--- src/rtl/scr_arb.sv ---
// Screen-RAM arbiter: VGA reads own the slot whenever requested, CPU writes are
// posted through a small FIFO, and CPU reads go out only once that FIFO is empty.
module scr_arb #(
    parameter int AW         = 13,
    parameter int DW         = 16,
    parameter int WBUF_DEPTH = 4
) (
    input  logic          iCLK,
    input  logic          iRST,
    input  logic          iVGA_REQ,
    input  logic [AW-1:0] iVGA_ADDR,
    output logic [DW-1:0] oVGA_DATA,
    output logic          oVGA_VALID,
    input  logic          iCPU_WR,
    input  logic          iCPU_RD,
    input  logic [AW-1:0] iCPU_ADDR,
    input  logic [DW-1:0] iCPU_WDATA,
    output logic          oCPU_WR_RDY,
    output logic [DW-1:0] oCPU_RD_DATA,
    output logic          oCPU_RD_VALID,
    output logic [AW-1:0] oRAM_ADDR,
    output logic          oRAM_WE,
    output logic [DW-1:0] oRAM_WDATA,
    input  logic [DW-1:0] iRAM_Q
);

    localparam int PW = $clog2(WBUF_DEPTH);
    localparam int CW = $clog2(WBUF_DEPTH + 1);
    localparam logic [CW-1:0] DEPTH_C = CW'(WBUF_DEPTH);

    typedef enum logic [1:0] {
        R_IDLE  = 2'd0,
        R_WAIT  = 2'd1,
        R_ISSUE = 2'd2,
        R_DATA  = 2'd3
    } rd_state_t;

    rd_state_t rd_state;
    rd_state_t rd_state_next;

    logic [AW-1:0] fifo_addr [WBUF_DEPTH];
    logic [DW-1:0] fifo_data [WBUF_DEPTH];
    logic [PW-1:0] wr_ptr;
    logic [PW-1:0] rd_ptr;
    logic [CW-1:0] count;
    logic [CW-1:0] count_next;
    logic [AW-1:0] rd_addr;
    logic [2:0]    vga_tag;

    logic grant_vga;
    logic grant_wr;
    logic grant_rd;
    logic push;
    logic rd_accept;

    // Handshakes: a write transfers on iCPU_WR & oCPU_WR_RDY; a read request is a
    // level held until the single-cycle oCPU_RD_VALID, and is re-accepted only after it.
    assign grant_vga = iVGA_REQ;
    assign grant_wr  = !iVGA_REQ && (count != '0);
    assign grant_rd  = !iVGA_REQ && (count == '0) && (rd_state == R_WAIT);
    assign push      = iCPU_WR && oCPU_WR_RDY;
    assign rd_accept = (rd_state == R_IDLE) && iCPU_RD && !oCPU_RD_VALID;

    assign oVGA_VALID = vga_tag[2];

    always_comb begin
        count_next = count;
        if (push && !grant_wr) begin
            count_next = count + 1'b1;
        end else if (!push && grant_wr) begin
            count_next = count - 1'b1;
        end
    end

    always_comb begin
        rd_state_next = rd_state;
        case (rd_state)
            R_IDLE:  if (rd_accept) rd_state_next = R_WAIT;
            R_WAIT:  if (grant_rd) rd_state_next = R_ISSUE;
            R_ISSUE: rd_state_next = R_DATA;
            R_DATA:  rd_state_next = R_IDLE;
            default: rd_state_next = R_IDLE;
        endcase
    end

    // Storage needs no reset: entries are only read once the count covers them.
    always_ff @(posedge iCLK) begin
        if (push) begin
            fifo_addr[wr_ptr] <= iCPU_ADDR;
            fifo_data[wr_ptr] <= iCPU_WDATA;
        end
    end

    always_ff @(posedge iCLK) begin
        if (iRST) begin
            rd_state      <= R_IDLE;
            rd_addr       <= '0;
            wr_ptr        <= '0;
            rd_ptr        <= '0;
            count         <= '0;
            oCPU_WR_RDY   <= 1'b0;
            oRAM_ADDR     <= '0;
            oRAM_WE       <= 1'b0;
            oRAM_WDATA    <= '0;
            vga_tag       <= '0;
            oVGA_DATA     <= '0;
            oCPU_RD_DATA  <= '0;
            oCPU_RD_VALID <= 1'b0;
        end else begin
            rd_state    <= rd_state_next;
            count       <= count_next;
            oCPU_WR_RDY <= (count_next < DEPTH_C);
            if (rd_accept) begin
                rd_addr <= iCPU_ADDR;
            end
            if (push) begin
                wr_ptr <= wr_ptr + 1'b1;
            end
            if (grant_wr) begin
                rd_ptr <= rd_ptr + 1'b1;
            end

            // One RAM slot per cycle; an idle slot keeps address and data.
            oRAM_WE <= 1'b0;
            if (grant_vga) begin
                oRAM_ADDR <= iVGA_ADDR;
            end else if (grant_wr) begin
                oRAM_ADDR  <= fifo_addr[rd_ptr];
                oRAM_WDATA <= fifo_data[rd_ptr];
                oRAM_WE    <= 1'b1;
            end else if (grant_rd) begin
                oRAM_ADDR <= rd_addr;
            end

            // Tag stages: address out, RAM data back, result registered.
            vga_tag <= {vga_tag[1:0], grant_vga};
            if (vga_tag[1]) begin
                oVGA_DATA <= iRAM_Q;
            end

            oCPU_RD_VALID <= (rd_state == R_DATA);
            if (rd_state == R_DATA) begin
                oCPU_RD_DATA <= iRAM_Q;
            end
        end
    end

endmodule

--- config.mk ---
export PLATFORM = sky130hd
export DESIGN_NAME = scr_arb
export DESIGN_NICKNAME = d
export VERILOG_FILES = /design/src/rtl/scr_arb.sv
export SDC_FILE = /design/constraint.sdc
export NUM_CORES = 1
export LEC_CHECK = 0
export CORE_MARGIN = 5
export CORE_UTILIZATION = 57
export CTS_CLUSTER_DIAMETER = 100
export DETAILED_ROUTE_END_ITERATION = 7
export GPL_ROUTABILITY_DRIVEN = 0
export PLACE_DENSITY = 0.84
export SLEW_MARGIN = 25
export SYNTH_ARGS = -nofsm -noshare
export SYNTH_HDL_FRONTEND = slang
export SYNTH_SLANG_ARGS = --single-unit
--- constraint.sdc ---
create_clock -name iCLK -period 5.34 [get_ports iCLK]
set_input_delay 1.068 -clock iCLK [delete_from_list [all_inputs] [get_ports iCLK]]
set_output_delay 1.068 -clock iCLK [all_outputs]
set_load 0.01 [all_outputs]
* After elaboration in Yosys (flattened, before gate mapping)
Memory sizes are Yosys's and may differ from the RTL's. A register that Yosys moved wholly into a read port is not among the register bits.
Cells that the tools add are included.
** Word-level totals
- Output and inout bits :: 65
- Memory bits (writable) :: 116
- Bits in registers :: 73
- Memories :: 2
- Logic and storage cells :: 57
- Bits of input ports :: 63
** Memory list
- fifo_data :: words 4, bits a word 16, rd ports 1, clocked after memory_dff 1, write ports 1, RTL line 42 : logic [DW-1:0] fifo_data [WBUF_DEPTH];
- fifo_addr :: words 4, bits a word 13, rd ports 1, clocked after memory_dff 1, write ports 1, RTL line 41 : logic [AW-1:0] fifo_addr [WBUF_DEPTH];
** Operators by class
- $lt $le $gt $ge :: 1
- Reductions and logical operators :: 19
- Multiplexer cells :: 13
- Add/sub/neg operators :: 4
- Equal/unequal tests :: 5
- Bitwise logic cells :: 1
** Operators by type and width (count)
- two-way mux 13 bit :: 3
- logical AND 1 bit :: 8
- two-way mux 2 bit :: 4
- one-hot mux 2 bit (4 select lines) :: 1
- two-way mux 3 bit :: 2
- nonzero test 3 bit :: 2
- adder 2 x 1 -> 2 bit, second input constant :: 2
- equality test 2 bit, second input constant :: 2
- zero test 1 bit :: 4
- != test 2 bit, second input constant :: 2
- AND reduction 2 bit :: 2
- adder 3 x 1 -> 3 bit, second input constant :: 1
- zero test 3 bit :: 1
- less-than comparator 3 bit, second input constant :: 1
- two-way mux 1 bit :: 3
- subtractor 3 x 1 -> 3 bit, second input constant :: 1
- equality test 2 x 1 -> 1 bit, second input constant :: 1
- zero test 2 bit :: 1
- OR reduction 2 bit :: 1
- inverter 1 bit :: 1

* Depth between registers and ports, before layout
- Depth in word-level cells :: 6
- Mapped depth :: 10
- Depth with buffers taken out :: 9

* Worst setup path before layout
Ideal clock, no wire load.
- Kind :: input port to flip-flop
- From :: input port iVGA_REQ
- To :: register oCPU_WR_RDY
- Cell stages on the path :: 7
- Path buffers :: 1
- Data required time :: 5.270 ns
- Data arrival time :: 2.183 ns
- Path slack :: 3.086 ns
- Cells stage by stage :: buf_6 -> nor2_1 -> inv_1 -> ha_1 -> and2_1 -> or3_1 -> a21oi_1
** On the way
- Cells in the longest elaborated chain, start to end :: 6
- Elaborated cells between the ends (all ways) :: 8
- Those cells by class :: 1 x order compare; 2 x mux; 5 x reduce/logical
** RTL lines
- start, declared :: RTL line 10 : input logic iVGA_REQ,
- zero test 1 bit * :: RTL line 59 : assign grant_wr = !iVGA_REQ && (count != '0);
- logical AND 1 bit * :: RTL line 59
- named net grant_wr :: RTL line 51 : logic grant_wr;
- logical AND 1 bit or zero test 1 bit (tied branches) :: RTL line 70, 68
- two-way mux 3 bit or logical AND 1 bit (tied branches) :: RTL line 70, 68
- two-way mux 3 bit * :: RTL line 68 : if (push && !grant_wr) begin
- less-than comparator 3 bit * :: RTL line 112 : oCPU_WR_RDY <= (count_next < DEPTH_C);
- end signal, assigned :: RTL line 112
- end, declared :: RTL line 18 : output logic oCPU_WR_RDY,
The timed path passes the listed nets; every way through them passes the cells marked *.
A chain may end at the register's enable or synchronous reset.

* Worst setup path after layout
- From :: input port iVGA_REQ
- To :: register oRAM_ADDR[8]
** On the way
- Cells in the longest elaborated chain, start to end :: 4
- Elaborated cells between the ends (all ways) :: 7
- Those cells by class :: 2 x mux; 5 x reduce/logical
** RTL lines
- zero test 1 bit :: RTL line 59, 60
- logical AND 1 bit (on tied branches) :: RTL line 59, 60
- two-way mux 13 bit or logical AND 1 bit (tied branches) :: RTL line 127, 60
- two-way mux 13 bit or nonzero test 3 bit (tied branches)
- end signal, assigned :: RTL line 126 : oRAM_ADDR <= iVGA_ADDR;
- end signal, assigned :: RTL line 128 : oRAM_ADDR <= fifo_addr[rd_ptr];
- end signal, assigned :: RTL line 132 : oRAM_ADDR <= rd_addr;
- end, declared :: RTL line 21 : output logic [AW-1:0] oRAM_ADDR,
Several ways; a longest one is shown, not always the timed one.

==> results.ini <==
[job]
maxCapViolCount=0

[clock_network]
hold_buffers=0
cts_buffers=21
cts_resized=0
htreeDepth=1
cts_setup_buffers=0
clk_pin_slew_worst_paths_ns=0.06
cts_tree=built
insertion_delay_ns=0.49
root_buffer=clkbuf_16
clk_path_buf_depth=3
cts.sink_count=207

[floorplanning]
coreArea_um2=13900
rows=43
io_pins=128
initial_utilization_pct=58.0
fp.dieW_um=129
dieHeight_um=129
die-area_um2=16600

[grt]
antenna_found_initial=1
grt_start_max_net_pins=41
grt-ovfl-total=0
grt_pass1_wl_um=29200
grt_pass1_vias=5613
grtUsageTotal_pct=22.2

[sta]
post-route-period-util_pct=54.7
max_slew_margin_pct=33.8
setup_tns_ns=0
period_minus_slack_ns=2.92
whs_ns=0.436
hold_viol_final=0
rsz0062_at_grt=false
setup_viol=0
tightest_slew_ns=0.992
fmax_mhz=342
slew_viol_final=0
fin_skew_ns=0.0193

[cells_and_area]
area_growth_pct=25.7
final_nets=782
drive_above_1_share_pct=8.48
utilization_pct=72.9
nFillCells=842
multi_input_area_um2=2490
num_antenna_cells=0
layout.cells.non_filler=899
seq_area_um2=5310

[route]
drc=0
vias=5341
via_per_inst=5.94
dr.pass1.iters=7
drt_wl_total_um=18600
drtIter0Drc=405
postRouteAntennaNets=0
wl_per_cell_um=20.7

[worst_hold_path]
worstHoldPathType=reg2reg

[worst_setup_path]
slowest_stage=clkdlybuf4s50_1
cp_max_fo=21
cp.required_ns=5.70
crit_path_start_kind=input pin
cp-end-kind=register
cpPeakStageDelay_ns=0.82
r2r_slack_ns=2.92
crit_chain=clkdlybuf4s50_1 > buf_4 > or4b_4 > o21ai_0 > a31oi_1
crit_type=in2reg
arrival_ns=3.28

[logic_synthesis]
synth_top_area_share_pct=43.2
yosys_warnings=0
synth_area_leader_cell=edfxtp_1
syn_inst=587
syn-cell-area_um2=8050
synthDistinctLibCells=37
syn-num-nets=664
seq_area_frac_synth_pct=65.9
synth_seq_cells=207
avgSynthCellArea_um2=13.7
yosys-top-cells-area=edfxtp_1 43%, dfxtp_1 23%, mux4_1 5.2%, mux2i_1 4.5%, mux4_2 3.1%

[placed_design]
port_buffers=127
hpwl_um=11700
dp_cells=862

[outcome]
status=finished clean

[pwr]
ir_drop_v=0.000306
finalPower_mw=4.09
power.leakage_nw=3.47
pwr_density_cell_nw_per_um2=404

## critical path, delay by kind of cell
family | cells | cell delay (ns)
simple gates | 1 | 0.64
compound gates | 2 | 0.33
buf+inv | 2 | 1.24
## routing by layer
layer	global-route usage (%)	vias to the layer above	part of all wire [%]	wire (µm)
met5	0	-	0.097	18
met4	5.62	2	2.0	365
met3	4.48	46	8.8	1630
met2	40.5	253	52	9560
met1	27.0	2626	38	6990
li1	-	2414	-	-
## where the power goes
part | total, mW | internal, mW | switching (mW)
clock | 1.54 | 0.961 | 0.577
sequential | 1.88 | 1.79 | 0.0842
combinational | 0.676 | 0.309 | 0.367
total | 4.09 | 3.07 | 1.03
## metrics by stage
stage	worst slack, ns	instance area (µm²)
after floorplan	3.09	8050
after global placement	1.99	9390
after detailed placement	2.02	9390
after CTS	2.45	10100
after global routing	2.37	10100
final	2.42	10100
## worst paths after layout
kind,start,end,depth (start not counted)
hold reg to reg,vga_tag[0],vga_tag[1],1
setup reg to reg,count[0],oCPU_WR_RDY,10
setup / recovery,iVGA_REQ,oRAM_ADDR[8],5
hold / removal,vga_tag[0],vga_tag[1],1
## cells by family after synthesis
group	after synthesis	synth area share [%]
flops	207	65.9
simple gates	159	9.41
compound gates	90	6.14
mux	65	13.0
buf+inv	51	3.25
fa+ha+maj	14	2.17
xor+xnor	1	0.109
## final cells by class
cell class | instances | area share [%]
sequential | 207 | 52.4
multi-input combinational | 329 | 24.6
timing repair buffer | 135 | 13.1
clock buffer | 24 | 5.30
tap | 180 | 2.23
clock inverter | 13 | 1.87
inverter | 11 | 0.433
## placed cells by master, fill, tap and decap left out, types with 5 or more instances in the layout
| cell type | synthesis | layout |
|---|---|---|
| a21oi_1 | 36 | 36 |
| a31oi_1 | 11 | 11 |
| and3_1 | 6 | 6 |
| buf_4 | 0 | 8 |
| bufinv_16 | 0 | 5 |
| clkbuf_16 | 0 | 21 |
| clkdlybuf4s50_1 | 0 | 126 |
| dfxtp_1 | 91 | 89 |
| edfxtp_1 | 116 | 116 |
| ha_1 | 14 | 13 |
| inv_1 | 10 | 9 |
| mux2i_1 | 36 | 36 |
| mux4_1 | 16 | 16 |
| mux4_2 | 11 | 11 |
| nand2_1 | 45 | 45 |
| nand2b_1 | 12 | 12 |
| nand3_1 | 40 | 40 |
| nor2_1 | 39 | 39 |
| nor2b_1 | 7 | 6 |
| o21ai_0 | 26 | 26 |
| o21ai_1 | 6 | 6 |
## flip-flops by register name, summed over array words and instances (netlist names), named ones only
| name | count |
|---|---|
| fifo_addr | 52 |
| wr_ptr | 2 |
| oRAM_ADDR | 13 |
| oCPU_WR_RDY | 1 |
| oRAM_WE | 1 |
| vga_tag | 3 |
| oRAM_WDATA | 16 |
| rd_addr | 13 |
| oVGA_DATA | 16 |
| count | 2 |
| rd_state | 2 |
| oCPU_RD_VALID | 1 |
| fifo_data | 64 |
| oCPU_RD_DATA | 16 |
| rd_ptr | 2 |
## synth_stat cells (all sizes together)
library cell and number:
a211oi 4, a21oi 36, a22oi 1, a31oi 11, and2 1, and3 6, and3b 2, buf 20
clkbuf 20, dfxtp 91, edfxtp 116, ha 14, inv 11, mux2 2, mux2i 36, mux4 27
nand2 45, nand2b 12, nand3 40, nand3b 1, nor2 39, nor2b 7, nor3b 2, o21ai 32
o31ai 4, o32ai 2, or3 1, or3b 1, or4 1, or4b 1, xnor2 1
Power figures use the tool's default switching activity.
